[src/rtl/hc595_receiver.sv]
// 74HC595-style serial receiver: synchronizes shcp/stcp/ds, shifts MSB-first, latches full words.
// Optional frame watchdog enabled by defining HC595_RX_TIMEOUT_EN.
module hc595_receiver #(
    parameter int DATA_W      = 16,
    parameter int SYNC_STAGES = 2,
    parameter int TIMEOUT_CYC = 1024
) (
    input  logic              sys_clk,
    input  logic              sys_rst,
    input  logic              shcp,
    input  logic              stcp,
    input  logic              ds,
    output logic [DATA_W-1:0] data_out,
    output logic              data_valid,
    output logic              frame_err
);

    localparam int CNT_W = $clog2(DATA_W + 2);
    localparam logic [CNT_W-1:0] CNT_FULL = CNT_W'(DATA_W);
    localparam logic [CNT_W-1:0] CNT_MAX  = CNT_W'(DATA_W + 1);

    typedef enum logic [1:0] {IDLE, SHIFT, FULL, OVER} state_t;

    logic [SYNC_STAGES-1:0] shcp_sync, stcp_sync, ds_sync;
    logic                   shcp_hist, stcp_hist;
    logic                   shcp_rise, stcp_rise, ds_s;

    logic [DATA_W-1:0] shift_reg, shift_nxt;
    logic [CNT_W-1:0]  cnt, cnt_nxt;
    state_t            frame_state;

    // Chains reset high so a pin parked at either level through reset yields no edge.
    always_ff @(posedge sys_clk) begin
        if (sys_rst) begin
            shcp_sync <= '1;
            stcp_sync <= '1;
            ds_sync   <= '1;
            shcp_hist <= 1'b1;
            stcp_hist <= 1'b1;
        end else begin
            shcp_sync <= {shcp_sync[SYNC_STAGES-2:0], shcp};
            stcp_sync <= {stcp_sync[SYNC_STAGES-2:0], stcp};
            ds_sync   <= {ds_sync[SYNC_STAGES-2:0], ds};
            shcp_hist <= shcp_sync[SYNC_STAGES-1];
            stcp_hist <= stcp_sync[SYNC_STAGES-1];
        end
    end

    assign shcp_rise = shcp_sync[SYNC_STAGES-1] & ~shcp_hist;
    assign stcp_rise = stcp_sync[SYNC_STAGES-1] & ~stcp_hist;
    assign ds_s      = ds_sync[SYNC_STAGES-1];

    // Shift is applied before the latch decision so a coincident stcp sees the new bit.
    always_comb begin
        shift_nxt = shift_reg;
        cnt_nxt   = cnt;
        if (shcp_rise) begin
            shift_nxt = {shift_reg[DATA_W-2:0], ds_s};
            if (cnt != CNT_MAX)
                cnt_nxt = cnt + CNT_W'(1);
        end
    end

    always_comb begin
        if (cnt_nxt == '0)
            frame_state = IDLE;
        else if (cnt_nxt < CNT_FULL)
            frame_state = SHIFT;
        else if (cnt_nxt == CNT_FULL)
            frame_state = FULL;
        else
            frame_state = OVER;
    end

`ifdef HC595_RX_TIMEOUT_EN
    localparam int WD_W = $clog2(TIMEOUT_CYC + 1);
    logic [WD_W-1:0] wdog;
`endif

    always_ff @(posedge sys_clk) begin
        if (sys_rst) begin
            data_out   <= '0;
            data_valid <= 1'b0;
            frame_err  <= 1'b0;
            shift_reg  <= '0;
            cnt        <= '0;
`ifdef HC595_RX_TIMEOUT_EN
            wdog       <= '0;
`endif
        end else begin
            data_valid <= 1'b0;
            frame_err  <= 1'b0;
            shift_reg  <= shift_nxt;
            cnt        <= cnt_nxt;
            if (stcp_rise) begin
                cnt <= '0;
                if (frame_state == FULL) begin
                    data_out   <= shift_nxt;
                    data_valid <= 1'b1;
                end else begin
                    frame_err <= 1'b1;
                end
            end
`ifdef HC595_RX_TIMEOUT_EN
            if (shcp_rise || stcp_rise) begin
                wdog <= '0;
            end else if (cnt != '0) begin
                if (wdog == WD_W'(TIMEOUT_CYC - 1)) begin
                    wdog      <= '0;
                    cnt       <= '0;
                    frame_err <= 1'b1;
                end else begin
                    wdog <= wdog + WD_W'(1);
                end
            end else begin
                wdog <= '0;
            end
`endif
        end
    end

endmodule

[config.mk]
export PLATFORM = sky130hd
export DESIGN_NAME = hc595_receiver
export DESIGN_NICKNAME = d
export VERILOG_FILES = /design/src/rtl/hc595_receiver.sv
export SDC_FILE = /design/constraint.sdc
export NUM_CORES = 1
export LEC_CHECK = 0
export ABC_AREA = 1
export CELL_PAD_IN_SITES_DETAIL_PLACEMENT = 1
export CELL_PAD_IN_SITES_GLOBAL_PLACEMENT = 1
export CORE_MARGIN = 2
export CORE_UTILIZATION = 42
export CTS_BUF_LIST = sky130_fd_sc_hd__clkbuf_8
export CTS_CLUSTER_DIAMETER = 150
export DETAILED_ROUTE_END_ITERATION = 16
export GPL_ROUTABILITY_DRIVEN = 0
export PLACE_DENSITY_LB_ADDON = 0.1
export SKIP_CTS_REPAIR_TIMING = 1
export SKIP_LAST_GASP = 1
export SYNTH_ARGS = -nofsm -noshare
export SYNTH_HDL_FRONTEND = slang
export SYNTH_SLANG_ARGS = --single-unit
[constraint.sdc]
create_clock -name sys_clk -period 2 [get_ports sys_clk]
set_clock_uncertainty 0.05 [all_clocks]
set_input_delay 0.2 -clock sys_clk [delete_from_list [all_inputs] [get_ports sys_clk]]
set_output_delay 0.2 -clock sys_clk [all_outputs]
set_load 0.005 [all_outputs]
# Word-level counts from Yosys, hierarchy flattened
# Index checks and enable logic that the tools add are counted.
# W data, S select, Z words.
# classes
n_addsub,1
n_lt_le_gt_ge,1
n_eq_ne,3
muxes,8
bitwise_logic,5
reduce_logical,4
# op_table
op,count
$mux W16,1
$mux W5,2
$add A5 B1 Y5 const B,1
$eq A5 B5 Y1 const B,1
$logic_not A5 Y1,1
$lt A5 B5 Y1 const B,1
$ne A5 B5 Y1 const B,1
$mux W2,2
$reduce_or A2 Y1,2
$mux W1,3
$not A1 Y1,3
$and A1 B1 Y1,2
$eq A2 B2 Y1 const B,1
$reduce_and A2 Y1,1
# totals
register_bits,47
input_bits,5
out_inout_bits,18
word_cells,32

# Logic depth before layout (Yosys ltp)
# depth
depth_word,9
depth_mapped,15
ltp_nobuf,14

# Worst setup path after synthesis
# OpenSTA, ideal clock, no wires.
# synth_path
kind,reg-to-reg
from,register cnt[1]
to,register data_out[8]
setup_ns,0.064
arrival_ns,1.538
required_ns,1.886
slack_ns,0.348
path_stages_with_launch,15
n_path_buf,1
period_less_slack_ns,1.652
path_cell_list,dfxtp_1 > inv_1 > ha_1 > nand2_1 > inv_1 > nand2_1 > nand2_1 > nand2_1 > nand2_2 > nor2_8 > nand3_4 > buf_6 > nand2_2 > inv_2 > nor2_1
# synth_between
elab_chain_cells,9
elab_cells_between_ends,12
classes_between,add/sub: 1; order compare: 1; eq/ne: 3; mux: 5; reduce/logical: 2
# synth_rtl
element,line,source
from (decl),29,"logic [CNT_W-1:0] cnt, cnt_nxt;"
from (signal assigned),94,cnt <= cnt_nxt;
$add A5 B1 Y5 or $ne A5 B5 Y1 (tied branches),"60, 59",
$mux W5,59,if (cnt != CNT_MAX)
$mux W5 *,57,if (shcp_rise) begin
branches (longest 3 deep; another with $lt A5 B5 Y1),n/a,
$mux W2 *,65,if (cnt_nxt == '0)
$eq A2 B2 Y1 *,97,if (frame_state == FULL) begin
$reduce_and A2 Y1 (no source line) *,n/a,
to (signal assigned),98,data_out <= shift_nxt;
to (decl),13,"output logic [DATA_W-1:0] data_out,"
# Mark *: on every way between the ends.
# A chain may end at the register's enable or synchronous reset.

# Final worst setup path
# layout_path
from,register cnt[1]
to,register data_out[1]
# The elaborated chain is that of the path after synthesis.

==> flow_metrics.tcl <==
set metrics [dict create \
    status "completed" \
    yosysMostFrequentCell "dfxtp_1" \
    grt_pass1_vias 1553 \
    cp_data_arrival_time_ns 2.00 \
    grt_pass1_wl_um 7110 \
    syn_inst 247 \
    drc 0 \
    numCtsBuffers 5 \
    wl_met3_um 120 \
    path_class "register to register" \
    met1Wirelength_um 2150 \
    ant_nets 0 \
    yosys.area.top_type "dfxtp_1" \
    wl_met2_um 1960 \
    htreeDepth 2 \
    area_delta_synth_final_pct 22.4 \
    nets 286 \
    firstDrtPassIters 4 \
    slew_headroom 0.599 \
    slew_violations 0 \
    cts.sinks 47 \
    final_layout_size_suffix_gt1_frac 0.182 \
    hp-class "register to register" \
    path_max_fanout 10 \
    ys_warn_count 0 \
    startpoint_type "register" \
    seq_area_frac_synth 0.477 \
    cts_max_path_buffers 2 \
    port_buffers 22 \
    die-area_mm2 0.00526 \
    end_kind "register" \
    top_layer_used "met4" \
    vias 1581 \
    synth.avg_cell_area_um2 7.99 \
    grt_max_degree 25 \
    ir_drop_uv 326 \
    synth_area_mm2 0.00197 \
    insertion_delay_ns 0.30 \
    fp.dieH_um 72.5 \
    ys_async_sr_fraction 0 \
    initial_core_util 0.444 \
    synth_seq_cells 47 \
    ys_types 25 \
    synth_nets 254 \
    ioPinCount 23 \
    clk_pin_slew_worst_paths_ns 0.09 \
    gr-total-overflow 0 \
    p_per_area_mw_per_mm2 662 \
    finalCriticalPeriod_ns 1.84 \
    timing.final.crit_share 0.922 \
    setup-violations-final 0 \
    tightestPinTransition_ns 0.600 \
    worstPathRequired_ns 2.16 \
    synth_area_leaders "dfxtp_1 48%, nand2_1 7.6%, nor2_1 7.4%" \
    wl_per_cell_um 12.9 \
    die_x_um 72.5 \
    rows 24 \
    max_freq_mhz 542 \
    dr.first_iter.drc_count 87 \
    tns_ns 0 \
    grt_antenna_before_repair 0 \
    rsz0062_at_grt "no" \
    finalHoldViolations 0 \
    root_buffer "clkbuf_8" \
    vias_per_cell 4.76 \
    synth_edf_count 0 \
    globalRouteTotalUtil 0.173 \
    dp_hpwl_um 2750 \
    fill_cells 554 \
    p_total_w 0.00160 \
    maxCapViolations 0 \
    antenna_cells 0 \
    wl_um 4280 \
    synth_common_cells "47 x dfxtp_1, 40 x nand2_1, 39 x nor2_1" \
    synth_top_cell_area_share 0.477 \
    core-area_mm2 0.00444 \
    power_leakage_nw 0.997 \
    ys.flop_type "dfxtp_1" \
    cts_tree "built" \
]
[cell type report]
type                       instances  area, um^2  area share
sequential                        47         943       0.390
multi-input combinational        150         851       0.352
timing repair buffer              32         312       0.129
inverter                          43         164      0.0678
clock buffer                       5        68.8      0.0285
tap                               52        65.1      0.0269
clock inverter                     3        12.5     0.00518
[through the flow]
stage	utilization	instance area (um^2)	hold WS, ns	setup WS (ns)	cells
2_1_floorplan	-	1970	0.254	0.348	247
3_3_place_gp	0.506	2250	0.341	0.162	318
4_1_cts	0.525	2330	0.370	0.0891	326
3_5_place_dp	0.506	2250	0.348	0.101	318
6_report	0.544	2420	0.365	0.156	332
5_1_grt	0.544	2420	0.374	0.00767	332
[worst paths after layout]
check | from | to | slack [ns] | cells past startpoint
hold reg to reg | shcp_sync[0]$_SDFF_PP1_ | shcp_sync[1]$_SDFF_PP1_ | 0.37 | 1
setup reg to reg | cnt[1]$_SDFF_PP0_ | data_out[1]$_SDFFE_PP0P_ | 0.16 | 13
hold / removal | shcp_sync[0]$_SDFF_PP1_ | shcp_sync[1]$_SDFF_PP1_ | 0.37 | 1
setup / recovery | cnt[1]$_SDFF_PP0_ | data_out[1]$_SDFFE_PP0P_ | 0.16 | 13
[cell usage in the layout, fill, tap and decap left out, types with 2 or more instances in the layout]
cell type        instances
buf_4                    8
nand2_1                 38
o21ai_0                  2
inv_2                    4
mux2i_1                 14
ha_1                     2
a21oi_1                  3
nand3_2                  2
inv_1                   39
clkdlybuf4s50_1         22
or2_2                    6
nand4_1                 16
nor2_2                   2
clkbuf_8                 5
dfxtp_2                  2
nor2_1                  39
nand3_4                  2
dfxtp_1                 45
nand3_1                  5
nand2_2                 14
[where the power goes]
part | switching, W | internal (W) | total (W)
clock network | 0.000304 | 0.000236 | 0.000539
registers | 0.00000445 | 0.000945 | 0.000949
logic | 0.0000618 | 0.0000489 | 0.000111
total | 0.000370 | 0.00123 | 0.00160
[per-layer routing]
layer | global-route usage | vias to the layer above
met4 | 0.0556 | 0
met5 | 0 | -
met3 | 0.0500 | 6
li1 | - | 827
met2 | 0.268 | 23
met1 | 0.234 | 725
[logic make-up (layout without fill, tap and decap cells)]
kind of cell	count (synthesis)	count (layout)	share of synthesized area
AND/OR/NAND/NOR	125	127	0.311
buffers and inverters	52	83	0.108
flip-flops	47	47	0.477
multiplexers	14	14	0.0710
AO/OA/AOI/OAI	7	7	0.0203
adder cells (fa/ha/maj)	2	2	0.0127
[critical path: stages, from the launching register on]
cell	delay (ns)
dfxtp_2	0.34
inv_1	0.05
ha_1	0.17
nand2_1	0.06
inv_1	0.05
nand2_2	0.07
nand3_1	0.08
nand2_2	0.10
nand2_2	0.09
nor2_8	0.22
buf_6	0.18
nand4_1	0.13
nand2_1	0.11
nor2_1	0.04
(Power assumes the default switching activity.)
